==> src/rtl/spi_master.sv <==
// SPI master, mode 0 (sck idle low, sample on rising, shift on falling), MSB first.
// Optional active-low chip select output cs_n when SPI_MASTER_CS_EN is defined.
module spi_master #(
    parameter int unsigned WIDTH = 32,
    parameter int unsigned HALF  = 4
) (
    input  logic             clk,
    input  logic             reset,
    input  logic             start,
    input  logic [WIDTH-1:0] d,
    input  logic             sdi,
    output logic             sck,
    output logic             sdo,
    output logic             busy,
    output logic             done,
    output logic [WIDTH-1:0] q
`ifdef SPI_MASTER_CS_EN
    ,
    output logic             cs_n
`endif
);

    localparam int unsigned HCW = (HALF > 1) ? $clog2(HALF) : 1;
    localparam int unsigned BCW = $clog2(WIDTH + 1);
    localparam logic [HCW-1:0] HalfLast = HCW'(HALF - 1);
    localparam logic [BCW-1:0] BitLast  = BCW'(WIDTH - 1);

    typedef enum logic {
        StIdle,
        StShift
    } state_e;

    state_e           state_q;
    logic [HCW-1:0]   hcnt_q;
    logic [BCW-1:0]   bcnt_q;
    logic [WIDTH-1:0] tx_q;
    logic [WIDTH-1:0] rx_q;
    logic [WIDTH-1:0] q_q;
    logic             sck_q;
    logic             sdo_q;
    logic             busy_q;
    logic             done_q;
`ifdef SPI_MASTER_CS_EN
    logic             cs_n_q;
`endif

    logic half_tick;
    logic sck_rise;
    logic sck_fall;

    // sck toggles on the edge where the half-period counter has reached HALF-1
    always_comb begin
        half_tick = (hcnt_q == HalfLast);
        sck_rise  = (state_q == StShift) && half_tick && !sck_q;
        sck_fall  = (state_q == StShift) && half_tick && sck_q;
    end

    always_ff @(posedge clk or posedge reset) begin
        if (reset) begin
            state_q <= StIdle;
            hcnt_q  <= '0;
            bcnt_q  <= '0;
            tx_q    <= '0;
            rx_q    <= '0;
            q_q     <= '0;
            sck_q   <= 1'b0;
            sdo_q   <= 1'b0;
            busy_q  <= 1'b0;
            done_q  <= 1'b0;
`ifdef SPI_MASTER_CS_EN
            cs_n_q  <= 1'b1;
`endif
        end else begin
            done_q <= 1'b0;
            unique case (state_q)
                StIdle: begin
                    if (start) begin
                        tx_q    <= d;
                        rx_q    <= '0;
                        sdo_q   <= d[WIDTH-1];
                        busy_q  <= 1'b1;
                        sck_q   <= 1'b0;
                        hcnt_q  <= '0;
                        bcnt_q  <= '0;
                        state_q <= StShift;
`ifdef SPI_MASTER_CS_EN
                        cs_n_q  <= 1'b0;
`endif
                    end
                end
                StShift: begin
                    hcnt_q <= half_tick ? '0 : hcnt_q + 1'b1;
                    if (half_tick) begin
                        sck_q <= ~sck_q;
                    end
                    if (sck_rise) begin
                        rx_q <= {rx_q[WIDTH-2:0], sdi};
                    end
                    if (sck_fall) begin
                        bcnt_q <= bcnt_q + 1'b1;
                        if (bcnt_q == BitLast) begin
                            // Final falling edge: publish rx and release the bus
                            q_q     <= rx_q;
                            sdo_q   <= 1'b0;
                            busy_q  <= 1'b0;
                            done_q  <= 1'b1;
                            state_q <= StIdle;
`ifdef SPI_MASTER_CS_EN
                            cs_n_q  <= 1'b1;
`endif
                        end else begin
                            tx_q  <= {tx_q[WIDTH-2:0], 1'b0};
                            sdo_q <= tx_q[WIDTH-2];
                        end
                    end
                end
                default: state_q <= StIdle;
            endcase
        end
    end

    assign sck  = sck_q;
    assign sdo  = sdo_q;
    assign busy = busy_q;
    assign done = done_q;
    assign q    = q_q;
`ifdef SPI_MASTER_CS_EN
    assign cs_n = cs_n_q;
`endif

endmodule
==> config.mk <==
export PLATFORM = sky130hd
export DESIGN_NAME = spi_master
export DESIGN_NICKNAME = d
export VERILOG_FILES = /design/src/rtl/spi_master.sv
export SDC_FILE = /design/constraint.sdc
export NUM_CORES = 1
export LEC_CHECK = 0
export ABC_CLOCK_PERIOD_IN_PS = 5750
export BUFFER_PORTS_ARGS = -buffer_cell sky130_fd_sc_hd__buf_2
export CORE_MARGIN = 4
export CORE_UTILIZATION = 33
export DETAILED_ROUTE_END_ITERATION = 10
export HOLD_SLACK_MARGIN = 0.06
export PLACE_DENSITY = 0.54
export SKIP_CTS_REPAIR_TIMING = 1
export SLEW_MARGIN = 0
export SYNTH_ARGS = -nofsm -noshare
export SYNTH_HDL_FRONTEND = slang
export SYNTH_SLANG_ARGS = --single-unit
==> constraint.sdc <==
create_clock -name clk -period 5.75 [get_ports clk]
set_input_delay 1.15 -clock clk [delete_from_list [all_inputs] [get_ports clk]]
set_output_delay 1.15 -clock clk [all_outputs]
set_load 0.03 [all_outputs]
# After elaboration in Yosys (flattened, before gate mapping)
# Cells that the tools add are included.
[totals]
ff_bits = 108
latch_bits = 0
ramBits = 0
mem_bits_ro = 0
in_bits = 36
wordCells = 63
mem_count = 0
[op_classes]
add_sub_neg = 2
n_mul = 0
div = 0
n_lt_le_gt_ge = 0
eq_ne = 8
n_shift = 0
mux = 31
bitwise_logic = 2
reduce_logical = 10
[ops]
columns = ["op", "n"]
rows = [
  ["$mux 31", 3],
  ["$mux 32", 2],
  ["$pmux 32 s2", 1],
  ["$pmux 31 s2", 1],
  ["$mux 1", 14],
  ["$mux 6", 2],
  ["$pmux 6 s2", 1],
  ["$reduce_and 3->1", 3],
  ["$ne 2x1->1 const B", 4],
  ["$pmux 1 s2", 4],
  ["$add 6x1->6 const B", 1],
  ["$eq 6x5->1 const B", 1],
  ["$reduce_and 2->1", 3],
  ["$mux 2", 2],
  ["$ne 2x2->1 const B", 2],
  ["$pmux 2 s2", 1],
  ["$logic_and 1x1->1", 3],
  ["$add 2x1->2 const B", 1],
  ["$eq 2x2->1 const B", 1],
  ["$not 1->1", 2],
  ["$logic_not 1->1", 1],
]

# Longest topological paths before layout
# Gate-level depths: netlist of the first run.
[logic_depth]
ltp_word = 5
ltp_mapped = 7
ltp_nobuf = 5

# Worst setup path after synthesis of the first run
# OpenSTA, ideal clock, no wires.
[synth_timing]
path_type = "input port to flip-flop"
from = "in start"
to = "reg tx_q[10]"
setup_ps = 125
arrival_time_ps = 1888
required_time_ps = 5625
slack_ps = 3738
path_stages = 4
path_buffers = 1
cell_sequence = "nand2_1 > o21ai_0 > buf_2 > mux2_2"
[synth_via]
elab_chain_cells = 2
[synth_lines]
columns = ["item", "line", "rtl"]
rows = [
  ["start, declared", "9", "input logic start,"],
  ["$ne 2x2->1 (no line)", "-", ""],
  ["$reduce_and 3->1 (no line)", "-", ""],
  ["end signal, assigned", "112", "tx_q <= {tx_q[WIDTH-2:0], 1'b0};"],
  ["end, declared", "36", "logic [WIDTH-1:0] tx_q;"],
]
# Every way passes these cells.
# A chain may end at the register's enable or synchronous reset.

# Final worst setup path of the first run
[layout_timing]
from = "reg state_q"
to = "reg q_q[10] (netlist: q[10])"
[layout_via]
elab_chain_cells = 3
[layout_lines]
columns = ["item", "line", "rtl"]
rows = [
  ["start, declared", "33", "state_e state_q;"],
  ["start signal, assigned", "60", "state_q <= StIdle;"],
  ["start signal, assigned", "85", "state_q <= StShift;"],
  ["start signal, assigned", "107", "state_q <= StIdle;"],
  ["$logic_and 1x1->1 (2 in a row)", "55", "sck_fall = (state_q == StShift) && half_tick && sck_q;"],
  ["$reduce_and 3->1 (no line) (*)", "-", ""],
  ["end signal, assigned", "103", "q_q <= rx_q;"],
  ["end, declared", "38", "logic [WIDTH-1:0] q_q;"],
]
# Every way passes the cells marked *; elsewhere a longest branch is shown, timed or not.

==> results of run 1 <==
## through the flow
step | power, uW | cell area (um2) | std cells | hold WS [ns]
3_3_place_gp | 1878 | 5072 | 600 | 0.4722
2_1_floorplan | 1727 | 4552 | 368 | 0.4536
3_5_place_dp | 1908 | 5072 | 600 | 0.4814
5_1_grt | 2675 | 5368 | 616 | 0.5181
6_report | 2488 | 5368 | 616 | 0.4977
4_1_cts | 2533 | 5368 | 616 | 0.4990
## report_power, final
part	leakage (uW)	switching [uW]	internal, uW
sequential	0.00140	177	1020
combinational	0.00117	334	345
clock	0.000147	302	306
## logic make-up after synthesis
logic type,after synthesis
simple gates,128
flops,108
mux,92
buf+inv,24
compound gates,12
xor+xnor,2
fa+ha+maj,2
## how the worst min path moves through the flow
stage                         start   endpoint  slack (ns)  cells after the start
after floorplan           hcnt_q[0]  hcnt_q[0]        0.45                      1
after global placement      rx_q[8]    rx_q[9]        0.47                      2
after detailed placement    rx_q[8]    rx_q[9]        0.48                      2
after CTS                  rx_q[26]   rx_q[27]        0.50                      2
after global routing          q[11]      q[11]        0.52                      1
final                       rx_q[6]    rx_q[7]        0.50                      2
## worst max-delay path: stages (launching register included)
cell     delay [ns]
dfrtp_1        0.33
buf_4          0.40
nand3_4        0.20
nor4_4         0.73
buf_4          0.44
mux2_2         0.38
## sequential cells by signal, summed over array words and instances, names as in the netlist
name / count
q: 32
rx_q: 32
tx_q: 31
bcnt_q: 6
hcnt_q: 2
busy: 1
done: 1
sck: 1
sdo: 1
state_q: 1
## synth_stat cells, drive strengths merged, types with 2 or more instances
| cell | instances |
|---|---|
| mux2 | 92 |
| inv | 3 |
| nand3 | 37 |
| nand2 | 76 |
| dfrtp | 108 |
| and3 | 2 |
| nand4 | 2 |
| clkbuf | 11 |
| o21ai | 7 |
| ha | 2 |
| buf | 10 |
| nor2 | 7 |
## area by class of cell
class | instances | area, um2 | area share (%)
clock inverters | 7 | 70.07 | 1.305
multi-input cells | 236 | 1735 | 32.33
flip-flops and latches | 108 | 2703 | 50.35
repair buffers | 77 | 400.4 | 7.459
well taps | 176 | 220.2 | 4.103
inverters | 3 | 13.76 | 0.2564
clock buffers | 9 | 225.2 | 4.196
## metal layers
| metal | wire [um] | vias to the layer above | GRT usage, % |
|---|---|---|---|
| met5 | 7 | - | 0 |
| met4 | 105 | 2 | 3.061 |
| met3 | 578 | 13 | 5.160 |
| met2 | 3986 | 63 | 18.25 |
| met1 | 3867 | 1415 | 14.75 |
| li1 | - | 1394 | - |
==> impl_results.md, run 1 <==
* Post-route DRC at 0
* Simple-Gate Fraction of Synth Area at 12.64%
* GP Congestion at 0.7353
* Die outline height at 125.4 um
* Post-synthesis async set-or-reset flop share at 100.0%
* Largest family of logic cells by synthesized area: multiplexers
* RSZ-0062 raised after global routing: false
* P_leak at 0.002719 uW
* Commonest non-fill, non-tap cell in the layout: dfrtp_1
* Routed WL at 8545 um
* Critical Path Source Type: register
* Sink Count at 108
* Final setup fails at 0
* Clk buf depth at 2
* Detail Route Antenna Nets at 0
* XOR/XNOR share of the synthesized area at 0.3848%
* Antenna violations before repair at 1
* Max_cap viols at 0
* Total track usage at 11.64%
* Period utilization at 45.12%
* Worst EP arrival at 2.84 ns
* Status: completed
* Synth Area in Adders at 0.5498%
* Reg2Reg Depth at 5
* Avg WL per Cell at 13.87 um
* Max Clock Freq at 385.4 MHz
* Fillcell total at 1,311
* CTS Buf Count at 9
* Average vias per placed instance at 4.687
* Pre-CTS setup slack at 3.093 ns
* Number of distinct library cells after synthesis at 27
* Global-route wire length before repair at 14,900 um
* H-tree depth at 3
* Post-synth top area cell: dfrtp_1
* Critical R2R Launch: state_q
* Class of the worst hold path: reg -> reg
* Pre-antenna DRT Iters at 4
* Most frequent cells in the layout: 108 x dfrtp_1, 92 x mux2_2, 76 x nand2_1
* Mapped cell area at 4552 um2
* #FFs+latches synth at 108
* Setup TNS at 0 ns
* Seq/Total Area, Yosys at 59.37%
* Core area at 13,400 um2
* CTS tree: yes
* Synth Flop Type: dfrtp_1
* Layout cell share with drive strength beyond 1 at 43.86%
* Die X at 125.4 um
* Buffers added on ports at 71
* Die Area at 15,740 um2
* Vias at 2,887
* Largest net degree at the start of global routing at 60
* Worst Tran Pin Value at 0.7593 ns
* Iteration-0 DRC Markers at 137
* Clk root buf: clkbuf_16
* Final hold violations at 0
* Layout Nets at 473
* Syn Nets at 406
* Max FO, Critical Path at 37
* Worst Skew at 0.008817 ns
* ANT cells at 0
* Worst R2R Setup Slack at 3.16 ns
* Clk Latency, worst-skew pair at 0.36 ns
* Rows at 42
* Critical Path Start: state_q
* Vias in the first global route at 3,028
* Ports at 72
* Total gr overflow at 0
* Peak supply drop at 0.2812 mV
* Worst-path clk slew at 0.08 ns
* Initial core utilization at 33.97%
* Final slew viol count at 0
* Pwr Density at 463.6 nW/um2
* Final WS setup at 3.156 ns
* Synthesis-to-finish area growth at 17.92%
* Critical Path End: q[10]
* Avg Cell Area, Syn at 12.37 um2
* Top cells by area, synth: dfrtp_1 59%, mux2_2 23%, nand2_1 6.3%
* Endpoint type of the worst setup path: register
* CP Data Required Time at 5.99 ns
* Number of synthesized flops with an enable pin at 0
* Compound-Gate Fraction of Synth Area at 1.649%
* Min cycle time layout at 2.594 ns
* Worst slew margin at 49.00%
* Reg2reg end: q[10]
* Post-layout util at 40.06%
* Mux cell area share after synthesis at 22.76%
* Setup CP Type: reg -> reg
* YS warnings at 0
* Mapped Cells at 368
* Post-detail-place hpwl at 5568 um
* Top cell type's share of synthesized area at 59.37%
No activity file was read; power rests on OpenSTA's default activity.
==> run 2, diff against run 1 <==
Settings changed: ABC_CLOCK_PERIOD_IN_PS 5750 to 2500.
Clock period 5.75 ns to 2.5 ns, I/O delays scaled along.
==> run 2 against run 1 <==
Utilization up 0.19 points. Clock skew increased by 0.0013 ns. Maximum frequency grew 31%. Worst setup slack got worse by 2.6 ns. Critical endpoint is now q[14].
==> impl_results.md, run 2 (synthesized netlist as in run 1, its figures left out) <==
* Status: completed
* Placed Area at 5101 um2 (+0.57%)
* Endpoint type of the worst setup path: register
* Pre-antenna DRT Iters at 4 (unchanged)
* Vias in the first global route at 3,076 (+1.6%)
* Worst EP arrival at 2.21 ns (-0.63 ns)
* Worst slew margin at 59.74% (+11 points)
* Final setup fails at 0 (unchanged)
* Worst R2R Setup Slack at 0.52 ns (-2.63 ns)
* CP Data Required Time at 2.73 ns (-3.26 ns)
* Die outline height at 125.4 um (unchanged)
* Class of the worst hold path: in -> async
* Setup CP Type: reg -> reg
* Pwr Density at 1062 nW/um2 (+130%)
* Worst Tran Pin Value at 0.6038 ns (-0.1555 ns)
* Clk buf depth at 2 (unchanged)
* Total track usage at 11.59% (-0.046 points)
* Critical Path Start: hcnt_q[0]
* Buffers added on ports at 71 (unchanged)
* Detail Route Antenna Nets at 0 (unchanged)
* Sink Count at 108 (unchanged)
* Clk Latency, worst-skew pair at 0.35 ns (about the same)
* H-tree depth at 3 (unchanged)
* Min cycle time layout at 1.978 ns (-0.6161 ns)
* Fillcell total at 1,348 (+2.8%)
* Multi-input logic area at 1735 um2 (unchanged)
* Reg2reg end: q[14]
* Die Area at 15,740 um2 (unchanged)
* Max_cap viols at 0 (unchanged)
* CTS Buf Count at 9 (unchanged)
* Core area at 13,400 um2 (unchanged)
* Critical Path Source Type: register
* Antenna violations before repair at 0 (-1)
* Critical R2R Launch: hcnt_q[0]
* Post-detail-place hpwl at 5589 um (+0.38%)
* CP max stage delay at 0.38 ns (-0.35 ns)
* Reg2Reg Depth at 5 (unchanged)
* Critical path buffer and inverter count at 1 (-1)
* Period utilization at 79.13% (+34 points)
* Iteration-0 DRC Markers at 172 (+26%)
* Ports at 72 (unchanged)
* FF/Latch Area at 2703 um2 (unchanged)
* Layout cell share with drive strength beyond 1 at 44.12% (+0.25 points)
* Rows at 42 (unchanged)
* Commonest non-fill, non-tap cell in the layout: dfrtp_1
* Global-route wire length before repair at 15,000 um (+0.69%)
* Worst-path clk slew at 0.07 ns (about the same)
* RSZ-0062 raised after global routing: false
* Total gr overflow at 0 (unchanged)
* Post-route design area at 5393 um2 (+0.47%)
* Crit-path slowest cell: mux2_2
* Final WS setup at 0.5217 ns (-2.634 ns)
* Layout Nets at 475 (+0.42%)
* Pre-CTS setup slack at 0.5049 ns (-2.588 ns)
* Peak supply drop at 0.6766 mV (+140%)
* Final hold violations at 0 (unchanged)
* Crit path cell chain: ha_1 > nand3_4 > nor4_4 > buf_4 > mux2_2
* Die X at 125.4 um (unchanged)
* GP Congestion at 0.7267 (-1.2%)
* Synthesis-to-finish area growth at 18.47%
* Avg WL per Cell at 14.02 um (+1.1%)
* CTS tree: yes
* Most frequent cells in the layout: 108 x dfrtp_1, 92 x mux2_2, 76 x nand2_1
* WP depth at 5 (unchanged)
* Average vias per placed instance at 4.712 (+0.54%)
* Vias at 2,912 (+0.87%)
* ANT cells at 0 (unchanged)
* Clk root buf: clkbuf_16
* Final slew viol count at 0 (unchanged)
* Setup TNS at 0 ns (unchanged)
* P_leak at 0.002722 uW (about the same)
* Largest net degree at the start of global routing at 109 (+82%)
* Routed WL at 8664 um (+1.4%)
* Max FO, Critical Path at 24 (-35%)
* Initial core utilization at 33.97% (unchanged)
* Worst Skew at 0.01015 ns (+0.001330 ns)
* Post-route DRC at 0 (unchanged)
* CP delay by family, top: simple AND/OR/NAND/NOR gates
* Max Clock Freq at 505.5 MHz (+31%)
* Post-layout util at 40.24% (+0.19 points)
## run 2: changes by cell type in the layout (fill, tap and decap cells not counted)
cell / previous run / this run
clkbuf_8: 0 / 1
clkinv_2: 1 / 0
buf_4: 6 / 7
clkinv_8: 1 / 0
buf_12: 0 / 1
clkinvlp_4: 0 / 3
clkinv_4: 2 / 1
inv_4: 1 / 0
inv_6: 1 / 2
inv_8: 2 / 1
## run 2: power breakdown
| group | internal, uW | switching, uW |
|---|---|---|
| sequential | 2360 | 404 |
| combinational | 805 | 783 |
| clock | 719 | 662 |
| total | 3880 | 1850 |
## run 2: worst reg2reg max path: cells and delay by family, from the launching register on
family                   cells  cell delay, ns
adder cells (fa/ha/maj)      1            0.28
AND/OR/NAND/NOR              2            0.47
flip-flops                   1            0.37
multiplexers                 1            0.38
buffers and inverters        1            0.37
## run 2: layer usage
metal  share of wire, %  vias to the layer above  track usage [%]  routed length (um)
li1                   -                     1393                -                   -
met4                1.1                        0            2.679                  91
met1                 45                     1449            14.52                3896
met2                 47                       62            18.34                4056
met5                  0                        -                0                   0
met3                7.2                        8            5.416                 620
## run 2: area by class of cell
type	instances	area share, %
Tap cell	176	4.084
Multi-Input combinational cell	236	32.18
Timing Repair Buffer	79	7.935
Sequential cell	108	50.12
Inverter	3	0.2784
Clock inverter	6	0.9745
Clock buffer	10	4.432
## run 2: worst max-delay path by stage
stage,to,slack [ns]
floorplan,q[10],0.58
global placement,q[25],0.57
detailed placement,q[21],0.50
CTS,q[21],0.50
global route,q[15],0.41
finish,q[14],0.52
## run 2: stage by stage
| stage | total power, uW | hold slack [ns] | cells |
|---|---|---|---|
| after floorplan | 3972 | 0.4536 | 368 |
| after global placement | 4332 | 0.4699 | 602 |
| after detailed placement | 4408 | 0.4775 | 602 |
| after CTS | 5827 | 0.3330 | 618 |
| after global routing | 6142 | 0.3415 | 618 |
| final | 5728 | 0.3123 | 618 |
==> run 3, diff against run 2 <==
Settings changed: ABC_CLOCK_PERIOD_IN_PS 2500 to 1700, PLACE_DENSITY 0.54 to 0.56.
Clock period 2.5 ns to 1.7 ns, I/O delays scaled along.
==> run 3 against run 2 <==
The flow now finishes with violations (negative setup slack). Sequential share of layout area is 3.2 points lower. Critical path depth is 1 higher. Worst hold slack worse by 0.24 ns. Maximum frequency is 15% higher. Flip-flop and latch count stayed put. Final cell count is 1.9% higher. Combinational power is 62% higher. Power is 50% higher. Via count is 3.5% higher. Routed wire length is 8.9% higher.
==> impl_results.md, run 3 (synthesized netlist as in run 1, its figures left out) <==
* Status: finished with violations
* Failing checks: negative setup slack
* CP Data Required Time at 1.93 ns (-0.80 ns)
* Pre-antenna DRT Iters at 5 (+1)
* Max FO, Critical Path at 6 (-75%)
* Rows at 42 (unchanged)
* Final hold violations at 0 (unchanged)
* Clk Latency, worst-skew pair at 0.35 ns (about the same)
* Routed WL at 9438 um (+8.9%)
* ANT cells at 0 (unchanged)
* CTS Buf Count at 9 (unchanged)
* CTS tree: yes
* Total track usage at 11.93% (+0.34 points)
* Sw power at 2776 uW (+50%)
* Vias at 3,014 (+3.5%)
* Most frequent cells in the layout: 106 x dfrtp_1, 75 x nand2_1, 71 x buf_2
* Critical path buffer and inverter count at 2 (+1)
* Commonest non-fill, non-tap cell in the layout: dfrtp_1
* Net Sw Frac at 32.24% (-0.037 points)
* Class of the worst hold path: in -> async
* Final slew viol count at 0 (unchanged)
* Pwr Density at 1494 nW/um2 (+41%)
* Critical Path Source Type: register
* Reg2Reg Depth at 6 (+1)
* Antenna violations before repair at 0 (unchanged)
* Synthesis-to-finish area growth at 26.64%
* Worst R2R Setup Slack at -0.02 ns (-0.54 ns)
* Worst EP arrival at 1.95 ns (-0.26 ns)
* Worst slew margin at 68.00% (+8.3 points)
* Post-route DRC at 0 (unchanged)
* Buffers added on ports at 71 (unchanged)
* Die outline height at 125.4 um (unchanged)
* Core area at 13,400 um2 (unchanged)
* Seq pwr share at 47.6% (-0.6 points)
* P_int at 5836 uW (+50%)
* CP max stage delay at 0.40 ns (+0.02 ns)
* Worst Tran Pin Value at 0.4791 ns (-0.1248 ns)
* Max_cap viols at 0 (unchanged)
* Clk buf depth at 2 (unchanged)
* Final WS setup at -0.01978 ns (-0.5415 ns)
* Average vias per placed instance at 4.784 (+1.5%)
* Ports at 72 (unchanged)
* Worst-path clk slew at 0.07 ns (about the same)
* Global-route wire length before repair at 15,440 um (+2.9%)
* Layout cell share with drive strength beyond 1 at 46.70% (+2.6 points)
* Setup CP Type: reg -> reg
* Layout Nets at 487 (+2.5%)
* Post-detail-place hpwl at 5837 um (+4.4%)
* Crit path cell chain: ha_4 > nand3_4 > nor4_4 > buf_4 > buf_8 > mux2_2
* Peak supply drop at 0.8979 mV (+33%)
* Iteration-0 DRC Markers at 183 (+6.4%)
* Total gr overflow at 0 (unchanged)
* Min cycle time layout at 1.720 ns (-0.2585 ns)
* Detail Route Antenna Nets at 0 (unchanged)
* Comb power frac at 29.8% (+2.1 points)
* Fin Hold WS at 0.07438 ns (-0.2379 ns)
* Crit-path slowest cell: dfrtp_1
* Critical R2R Launch: hcnt_q[0]
* Initial core utilization at 33.97% (unchanged)
* Critical Path Start: hcnt_q[0]
* Largest net degree at the start of global routing at 54 (-50%)
* Fillcell total at 1,268 (-5.9%)
* WP depth at 6 (+1)
* Endpoint type of the worst setup path: register
* Avg WL per Cell at 14.98 um (+6.9%)
* Sink Count at 108 (unchanged)
* P_leak at 0.002863 uW (+5.2%)
* Clk pwr share at 22.6% (-1.5 points)
* GP Congestion at 0.7552 (+3.9%)
* Period utilization at 101.2% (+22 points)
* CP delay by family, top: flip-flops
* Worst Skew at 0.006456 ns (-0.003690 ns)
* Max Clock Freq at 581.5 MHz (+15%)
* Die Area at 15,740 um2 (unchanged)
* H-tree depth at 3 (unchanged)
* Vias in the first global route at 3,172 (+3.1%)
* Die X at 125.4 um (unchanged)
* RSZ-0062 raised after global routing: true
* Post-layout util at 43.02% (+2.8 points)
* Final setup fails at 17 (+17)
* Clk root buf: clkbuf_16
-- run 3: cell types whose count changed in the layout (fill, tap and decap cells not counted), moves of 2 or more --
cell / before / now
buf_12: 1 / 8
dfrtp_2: 0 / 2
dfrtp_1: 108 / 106
mux2_2: 92 / 62
clkbuf_16: 9 / 12
mux2_4: 0 / 30
ha_1: 2 / 0
-- run 3: tightest hold or removal path, delay by kind of cell --
kind,cells,cell delay (ns)
buffers and inverters,3,0.42
-- run 3: final cells by class --
type / instances / area (um2) / share of cell area (%)
inverters: 3 / 15.01 / 0.2605
well taps: 176 / 220.2 / 3.820
flip-flops and latches: 108 / 2705 / 46.93
clock buffers: 10 / 229.0 / 3.972
repair buffers: 91 / 669.4 / 11.61
clock inverters: 6 / 47.55 / 0.8248
multi-input cells: 236 / 1878 / 32.58
-- run 3: through the flow --
stage | power, uW | setup WS [ns] | area, um2 | cells | setup TNS [ns]
6_report | 8612 | -0.01978 | 5764 | 630 | -0.2229
2_1_floorplan | 5856 | -0.07443 | 4566 | 368 | -2.018
5_1_grt | 9259 | -0.1157 | 5764 | 630 | -3.177
4_1_cts | 8597 | -0.04667 | 5493 | 622 | -0.9513
3_5_place_dp | 6582 | -0.03336 | 5216 | 606 | -0.3250
3_3_place_gp | 6452 | 0.02369 | 5216 | 606 | 0
-- run 3: path summary, 6_finish.rpt --
path                       endpoint
min reg2reg                rx_q[18]
min                           q[24]
max in group asynchronous   state_q
min in group clk            rx_q[0]
max reg2reg                   q[16]
max                           q[16]
-- run 3: routing by layer --
metal	wire length, um	global-route usage, %	up-vias
li1	-	-	1427
met1	4053	14.05	1492
met2	4450	19.38	85
met3	798	6.013	10
met4	136	3.189	0
met5	0	0	-
-- run 3: power groups by stage --
stage               Combinational [uW]  Clock (uW)  Sequential (uW)
floorplan                         1700           0             4150
global placement                  2390           0             4070
detailed placement                2470           0             4110
CTS                               2490        2040             4060
global route                      2890        2140             4230
finish                            2570        1950             4100
